**src/rtl/rom_port_pkg.sv**
```systemverilog
// Shared types and constants for the ROM host port and its boot-time
// integrity scan.
//   scan_state_e : boot scan FSM states
//   tag_e        : origin of a macro read travelling down the return path
//   ChkWidth     : width of the rotating checksum accumulator
//   chk_step     : one accumulator update (rotate left by one, then XOR word)
package rom_port_pkg;

  typedef enum logic [1:0] {
    SCAN_ISSUE = 2'd0,
    SCAN_DRAIN = 2'd1,
    DONE       = 2'd2
  } scan_state_e;

  typedef enum logic {
    TAG_HOST = 1'b0,
    TAG_SCAN = 1'b1
  } tag_e;

  localparam int unsigned ChkWidth = 32;

  function automatic logic [ChkWidth-1:0] chk_step(input logic [ChkWidth-1:0] acc,
                                                   input logic [ChkWidth-1:0] data);
    return {acc[ChkWidth-2:0], acc[ChkWidth-1]} ^ data;
  endfunction

endpackage

```
**src/rtl/rom_port_rsp_pipe.sv**
```systemverilog
// Fixed-depth delay line for host read responses (valid + data).
//   clk_i, rst_ni : clock, async active-low reset (all stages clear to 0)
//   valid_i/data_i: response as it leaves the ROM macro
//   valid_o/data_o: same response delayed by Depth cycles
// Depth == 0 is a pure wire so the top can use it for every Latency.
module rom_port_rsp_pipe #(
  parameter int unsigned Depth     = 0,
  parameter int unsigned DataWidth = 32
) (
  input  logic                 clk_i,
  input  logic                 rst_ni,
  input  logic                 valid_i,
  input  logic [DataWidth-1:0] data_i,
  output logic                 valid_o,
  output logic [DataWidth-1:0] data_o
);

  if (Depth == 0) begin : g_bypass
    logic unused_clk_rst;
    assign unused_clk_rst = clk_i ^ rst_ni;
    assign valid_o        = valid_i;
    assign data_o         = data_i;
  end else begin : g_stages
    localparam int unsigned DataBits = Depth * DataWidth;

    // Index 0 is the youngest stage; the concatenation shifts in at the LSB
    // end and the cast drops the oldest entry.
    logic [Depth-1:0]                vld_q;
    logic [Depth-1:0][DataWidth-1:0] data_q;

    always_ff @(posedge clk_i or negedge rst_ni) begin
      if (!rst_ni) begin
        vld_q  <= '0;
        data_q <= '0;
      end else begin
        vld_q  <= Depth'({vld_q, valid_i});
        data_q <= DataBits'({data_q, data_i});
      end
    end

    assign valid_o = vld_q[Depth-1];
    assign data_o  = data_q[Depth-1];
  end

endmodule

```
**src/rtl/rom_port.sv**
```systemverilog
// Host read port in front of a single-port ROM macro, plus a background boot
// scan that reads every word once and checks a rotating XOR checksum.
//   clk_i, rst_ni  : clock, async active-low reset
//   req_i, addr_i  : host read request (always accepted) and word address
//   rvalid_o       : host data valid, Latency cycles after the request
//   rdata_o        : host data, 0 while rvalid_o is low
//   mem_req_o      : ROM macro read strobe
//   mem_addr_o     : ROM macro word address (0 when idle)
//   mem_rdata_i    : ROM macro data, one cycle after mem_req_o
//   check_done_o   : boot scan finished (sticky until reset)
//   check_pass_o   : scan checksum equalled ExpChecksum
//   alert_o        : one-cycle pulse when the scan checksum mismatches
module rom_port
  import rom_port_pkg::*;
#(
  parameter int unsigned         AddrWidth   = 12,
  parameter int unsigned         DataWidth   = 32,
  parameter int unsigned         Latency     = 1,   // legal range 1..4
  parameter logic [ChkWidth-1:0] ExpChecksum = '0
) (
  input  logic                 clk_i,
  input  logic                 rst_ni,
  input  logic                 req_i,
  input  logic [AddrWidth-1:0] addr_i,
  output logic                 rvalid_o,
  output logic [DataWidth-1:0] rdata_o,
  output logic                 mem_req_o,
  output logic [AddrWidth-1:0] mem_addr_o,
  input  logic [DataWidth-1:0] mem_rdata_i,
  output logic                 check_done_o,
  output logic                 check_pass_o,
  output logic                 alert_o
);

  scan_state_e          state_q;
  logic [AddrWidth-1:0] scan_addr_q;
  logic [ChkWidth-1:0]  acc_q;
  logic [ChkWidth-1:0]  acc_d;
  logic                 done_q;
  logic                 pass_q;
  logic                 alert_q;

  logic                 rd_vld_q;
  tag_e                 rd_tag_q;

  logic                 scan_issue;
  logic                 host_ret;
  logic                 scan_ret;
  logic [DataWidth-1:0] host_data;

  // Host always wins the macro; the scan only uses otherwise idle cycles.
  assign scan_issue = (state_q == SCAN_ISSUE) && !req_i;
  assign mem_req_o  = req_i || scan_issue;

  always_comb begin
    mem_addr_o = '0;
    if (req_i) begin
      mem_addr_o = addr_i;
    end else if (scan_issue) begin
      mem_addr_o = scan_addr_q;
    end
  end

  // Tag travels with the read so the return cycle knows who asked.
  always_ff @(posedge clk_i or negedge rst_ni) begin
    if (!rst_ni) begin
      rd_vld_q <= 1'b0;
      rd_tag_q <= TAG_HOST;
    end else begin
      rd_vld_q <= mem_req_o;
      rd_tag_q <= req_i ? TAG_HOST : TAG_SCAN;
    end
  end

  assign host_ret  = rd_vld_q && (rd_tag_q == TAG_HOST);
  assign scan_ret  = rd_vld_q && (rd_tag_q == TAG_SCAN);
  assign host_data = host_ret ? mem_rdata_i : '0;
  assign acc_d     = chk_step(acc_q, mem_rdata_i[ChkWidth-1:0]);

  // Scan FSM. The drain state waits for the return of the final scan read;
  // the pass/fail decision uses the accumulator including that last word.
  always_ff @(posedge clk_i or negedge rst_ni) begin
    if (!rst_ni) begin
      state_q     <= SCAN_ISSUE;
      scan_addr_q <= '0;
      acc_q       <= '0;
      done_q      <= 1'b0;
      pass_q      <= 1'b0;
      alert_q     <= 1'b0;
    end else begin
      alert_q <= 1'b0;
      if (scan_ret) begin
        acc_q <= acc_d;
      end
      case (state_q)
        SCAN_ISSUE: begin
          if (scan_issue) begin
            scan_addr_q <= scan_addr_q + AddrWidth'(1);
            if (&scan_addr_q) begin
              state_q <= SCAN_DRAIN;
            end
          end
        end
        SCAN_DRAIN: begin
          if (scan_ret) begin
            state_q <= DONE;
            done_q  <= 1'b1;
            pass_q  <= (acc_d == ExpChecksum);
            alert_q <= (acc_d != ExpChecksum);
          end
        end
        DONE: begin
          state_q <= DONE;
        end
        default: begin
          state_q <= SCAN_ISSUE;
        end
      endcase
    end
  end

  assign check_done_o = done_q;
  assign check_pass_o = pass_q;
  assign alert_o      = alert_q;

  rom_port_rsp_pipe #(
    .Depth     (Latency - 1),
    .DataWidth (DataWidth)
  ) u_rsp_pipe (
    .clk_i   (clk_i),
    .rst_ni  (rst_ni),
    .valid_i (host_ret),
    .data_i  (host_data),
    .valid_o (rvalid_o),
    .data_o  (rdata_o)
  );

endmodule

```
**config.mk**
```make
export PLATFORM = sky130hd
export DESIGN_NAME = rom_port
export DESIGN_NICKNAME = d
export VERILOG_FILES = /design/src/rtl/rom_port_pkg.sv /design/src/rtl/rom_port_rsp_pipe.sv /design/src/rtl/rom_port.sv
export SDC_FILE = /design/constraint.sdc
export NUM_CORES = 1
export LEC_CHECK = 0
export CAP_MARGIN = 20
export CORE_ASPECT_RATIO = 1.5
export CORE_MARGIN = 5
export CORE_UTILIZATION = 43
export DETAILED_ROUTE_END_ITERATION = 6
export PLACE_DENSITY_LB_ADDON = 0.3
export SYNTH_ARGS = -nofsm -noshare
export SYNTH_HDL_FRONTEND = slang
export SYNTH_SLANG_ARGS = --single-unit
```
**constraint.sdc**
```tcl
create_clock -name clk_i -period 3.3 [get_ports clk_i]
set_input_delay 0.66 -clock clk_i [delete_from_list [all_inputs] [get_ports clk_i]]
set_output_delay 0.66 -clock clk_i [all_outputs]
set_load 0.05 [all_outputs]
```
==> results of run 1 <==
==> power by group <==
| part | internal, µW | switching, µW | total, µW | leakage, µW |
|---|---|---|---|---|
| sequential | 761 | 134 | 895 | 0.000602 |
| clock | 148 | 208 | 355 | 0.0000402 |
| combinational | 374 | 419 | 793 | 0.00107 |
| total | 1280 | 761 | 2040 | 0.00171 |
==> state kept, by name, summed over array words and instances, names as in the netlist <==
signal	cells
rd_tag_q	1
state_q	2
check_done_o	1
check_pass_o	1
rd_vld_q	1
alert_o	1
acc_q	32
scan_addr_q	12
==> layout by cell type, fill, tap and decap left out <==
cell	count
o21ai_0	12
xnor2_1	39
ha_1	4
clkdlybuf4s50_1	48
or2_2	1
nor4_1	1
a41o_1	1
nor3_1	1
clkinv_2	1
and4_1	1
dfrtp_1	51
buf_4	18
buf_12	33
clkinvlp_4	2
inv_1	5
and2_1	32
and3_1	1
buf_2	1
o22ai_1	1
nand4_1	13
xor2_1	4
mux2_2	1
a31oi_1	1
mux2_1	2
and2_2	1
nand2_1	30
nor4_2	1
nor2_1	38
clkbuf_8	5
a21oi_1	32
nand4_2	1
nand3_1	3
nor2b_1	3
==> critical path, cell delays in order, from the launching register on <==
cell and delay [ns]:
dfrtp_1 0.39, nor2b_1 0.57, buf_4 0.33, and2_1 0.20
buf_12 0.15
==> metrics by stage <==
stage	hold slack (ns)	instance area, µm²	cells	setup WS, ns
detailed placement	0.4549	3988	453	0.8467
floorplan	0.3644	2693	295	0.5372
finish	0.2626	4096	462	0.6915
CTS	0.4761	4076	461	0.6441
global placement	0.4526	3988	453	0.8833
global route	0.2779	4096	462	0.4839
==> final timing paths <==
path	start	slack [ns]	cells after the start	to
max	rd_tag_q	0.69	4	rdata_o[9]
min	rst_ni	0.26	1	acc_q[8]
max reg2reg	state_q[1]	1.18	6	scan_addr_q[10]
min reg2reg	check_done_o	0.47	1	check_done_o
max in group asynchronous	rst_ni	2.51	2	state_q[1]
min in group clk_i	check_done_o	0.47	1	check_done_o
==> cell type report <==
type                       instances  area share (%)
timing repair buffer             100           31.28
inverter                           5          0.4582
tap                               74           2.260
sequential                        51           31.15
clock buffer                       5           1.680
clock inverter                     3          0.4887
multi-input combinational        224           32.68
==> metal layers <==
metal | global-route usage, % | part of all wire [%] | vias up
met3 | 4.503 | 8.7 | 8
met2 | 32.58 | 54 | 81
met1 | 20.60 | 36 | 1083
li1 | - | - | 1157
met5 | 0 | 0 | -
met4 | 5.725 | 1.5 | 0
==> cells by family after synthesis <==
logic type,synth area share (%)
adder cells (fa/ha/maj),1.859
buffers and inverters,2.928
XOR/XNOR,13.99
multiplexers,1.255
flip-flops,47.40
AO/OA/AOI/OAI,9.015
AND/OR/NAND/NOR,23.56
==> impl_metrics.yaml, run 1 <==
logic_synthesis:
  ys_ff_latch: 51
  yosysTopAreaCell: "dfrtp_1"
  synth-edff-count: 0
  ys.warnings.count: 0
  syn_area_per_cell_um2: 9.127
  synth.area.top_cells: "dfrtp_1 (47%), xnor2_1 (13%), and2_1 (7.7%)"
  synth_commonest_cells: "dfrtp_1 (51), xnor2_1 (39), nor2_1 (38)"
  syn_area_um2: 2693
  synth_top_area_share_pct: 47.40
  syn_nets: 346
  seq_area_frac_synth_pct: 47.40
  syn-instance-count: 295
  yosysMostFrequentCell: "dfrtp_1"
  synth.distinct_cells: 28
  synth_flop_cell: "dfrtp_1"
  async_reset_ff_share_pct: 100.0
placement:
  io_buffer_count: 95
  post-dp-hpwl_mm: 5.425
  place_congestion: 0.8487
timing:
  period_needed_ns: 2.609
  finalSetupViolCount: 0
  finalMaxSlewViolations: 0
  fin_tns_setup_ns: 0
  rsz0062_at_grt: "false"
  clock.fmax_mhz: 383.4
  tightestPinTransition_ns: 0.7256
  slew_headroom_pct: 51.53
  period_share_pct: 79.05
  clock_skew_ns: 0.01014
  finalHoldViolations: 0
cells_and_area:
  final_util_pct: 66.82
  nets: 438
  ff_latch_area_um2: 1276
  diodes: 0
  layout-drive-gt1-share_pct: 16.75
  multi_input_area_um2: 1339
  syn_to_final_growth_pct: 52.14
  nFillCells: 490
clock_network:
  cts.clk_slew.worst_paths_ns: 0.10
  ctsResizeCount: 0
  cts_htree_levels: 2
  hold_buffers: 0
  clk_latency_ns: 0.31
  root_buffer: "clkbuf_8"
  numCtsBuffers: 5
  cts_tree: "yes"
  cts_buffer_depth: 2
  cts_setup_buffers: 0
  cts.sinks: 51
global_route:
  grt_pass1_wl_mm: 11.22
  grt_overflow: 0
  grt_max_degree: 66
  grt_usage_pct: 18.20
  grt_antenna_before_repair: 0
  grt_pass1_vias: 2365
power_and_ir_drop:
  p_leak_uw: 0.001714
  p_total_uw: 2044
  powerDensity_nw_per_um2: 498.9
  ir_drop_v: 0.0003745
die:
  core_area_um2: 6131
  start_util_pct: 43.92
  die_y_um: 106.9
  die_area_um2: 7977
  rows: 35
  die_w_um: 74.61
  ios: 96
job:
  maxCapViolCount: 0
outcome:
  status: "completed"
routing:
  drt_pass1_iterations: 4
  drc_errors: 0
  via_count: 2329
  drtIter0Drc: 153
  drt_wl_total_mm: 6.796
  drt-vias-per-instance: 5.041
  antenna_left: 0
  wire_per_inst_um: 14.71
worst_setup_path:
  crit_fanout: 23
  worstSetupStartpointType: "flip-flop"
  crit_type: "flip-flop to primary output"
  cp_data_arrival_time_ns: 1.95
  worstSetupEndpointType: "primary output"
  worstPathRequired_ns: 2.64
worst_hold_path:
  min_path_type: "input pin to asynchronous set/reset pin"
Power figures use the tool's default switching activity.
==> run 2, diff against run 1 <==
clock period = 2.45 ns   (was 3.3 ns; I/O delays follow)
==> impl_metrics.yaml, run 2 (same netlist as run 1, synthesis figures left out) <==
job:
  maxCapViolCount: 0
power_and_ir_drop:
  powerDensity_nw_per_um2: 662.3
  pwr-share-comb_pct: 39.4
  p_clk_share_pct: 18.1
  p_leak_uw: 0.001768
  ir_drop_v: 0.0007444
  seqPwrFrac_pct: 42.5
  p_switching_uw: 1041
  intPower_uw: 1789
  p_sw_share_pct: 36.78
die:
  rows: 35
  start_util_pct: 43.92
  ios: 96
  die_y_um: 106.9
  die_area_um2: 7977
  core_area_um2: 6131
  die_w_um: 74.61
timing:
  clock_skew_ns: 0.009512
  finalSetupViolCount: 0
  period_needed_ns: 2.191
  rsz0062_at_grt: "false"
  tightestPinTransition_ns: 0.6318
  slew_headroom_pct: 57.88
  clock.fmax_mhz: 456.3
  fin_tns_setup_ns: 0
  finalHoldViolations: 0
  finalMaxSlewViolations: 0
  period_share_pct: 89.45
cells_and_area:
  layout-drive-gt1-share_pct: 17.01
  stdcell_count: 462
  final_common_cell: "dfrtp_1"
  nFillCells: 472
  syn_to_final_growth_pct: 58.64
  top_regs: "acc_q x32, scan_addr_q x12, state_q x2"
  nets: 438
  largest_reg_flops: 32
  layout_common_cells: "dfrtp_1 (51), clkdlybuf4s50_1 (48), buf_12 (46)"
  diodes: 0
  regMostFlops: "acc_q"
placement:
  post-dp-hpwl_mm: 5.473
  dp_cells: 454
  io_buffer_count: 95
  place_congestion: 0.8264
clock_network:
  numCtsBuffers: 5
  cts_tree: "yes"
  cts_buffer_depth: 2
  cts.sinks: 51
  clk_latency_ns: 0.31
  cts.clk_slew.worst_paths_ns: 0.09
  root_buffer: "clkbuf_8"
  cts_htree_levels: 2
  hold_buffers: 0
worst_setup_path:
  worstSetupStartpointType: "flip-flop"
  crit_fanout: 14
  worstSetupEndpointType: "primary output"
  cp_data_arrival_time_ns: 1.70
  crit_type: "flip-flop to primary output"
  worstPathRequired_ns: 1.96
  reg2reg_slack_ns: 0.60
routing:
  drt_pass1_iterations: 4
  antenna_left: 0
  drc_errors: 0
  wire_per_inst_um: 14.66
  drt_wl_total_mm: 6.772
  drt-vias-per-instance: 5.028
  via_count: 2323
  drtIter0Drc: 136
global_route:
  grt_antenna_before_repair: 0
  grt_pass1_wl_mm: 11.17
  grt_pass1_vias: 2411
  grt_max_degree: 66
  grt_usage_pct: 18.15
  grt_overflow: 0
worst_hold_path:
  min_path_type: "input pin to asynchronous set/reset pin"
outcome:
  status: "completed"
[run 2: cell count changes in the layout (fill, tap and decap cells not counted), sizes merged]
cell,previous run,this run
clkbuf,5,6
clkinvlp,2,1
[run 2: critical path, stage by stage, from the launching register on]
cell and delay, ns:
dfrtp_1 0.39, inv_1 0.10, ha_2 0.33, nand2_1 0.09
o21ai_0 0.30, buf_12 0.19
[run 2: routing by layer]
layer	global-route usage, %	wire, µm
met5	0	0
met2	32.77	3621
met3	5.347	618
met1	19.93	2415
met4	5.344	116
[run 2: metrics by stage]
step           setup WS (ns)  hold WS (ns)  util, %  power [µW]  cell area, µm²
6_report              0.2585        0.2706    69.67        2829            4272
5_1_grt              0.08259        0.3335    69.67        2990            4272
4_1_cts              0.08668        0.2985    69.63        2852            4269
3_5_place_dp          0.3230        0.4705    68.02        2339            4170
3_3_place_gp          0.3496        0.4569    68.02        2309            4170
2_1_floorplan         0.1679        0.1944        -        1825            2693
[run 2: worst paths after layout]
| kind | startpoint | depth (start not counted) | end |
|---|---|---|---|
| max in group asynchronous | rst_ni | 2 | acc_q[19] |
| max reg2reg | state_q[1] | 6 | scan_addr_q[9] |
| min | rst_ni | 2 | acc_q[7] |
| max | state_q[1] | 5 | mem_addr_o[11] |
| min reg2reg | check_done_o | 1 | check_done_o |
| min in group clk_i | check_done_o | 1 | check_done_o |
[run 2: timing repair]
action / 4_1_cts / 5_1_grt
setup buffers: 0 / 0
setup endpoints to repair: 0 / 2
gates resized for setup: 0 / 1
endpoints found under the hold margin: 0 / 0
[run 2: final cells by class]
class	count	area (µm²)	share of cell area [%]
Timing Repair Buffer	100	1444	33.80
Multi-Input combinational cell	224	1341	31.40
Sequential cell	51	1276	29.88
Tap cell	74	92.59	2.168
Clock buffer	6	82.58	1.933
Inverter	5	18.77	0.4394
Clock inverter	2	16.27	0.3808
[run 2: power by group through the flow]
stage                     registers (µW)  logic, µW  clock network [µW]
after floorplan                     1170        656                   0
after global placement              1210       1100                   0
after detailed placement            1220       1120                   0
after CTS                           1200       1130                 521
after global routing                1230       1200                 554
final                               1200       1120                 513
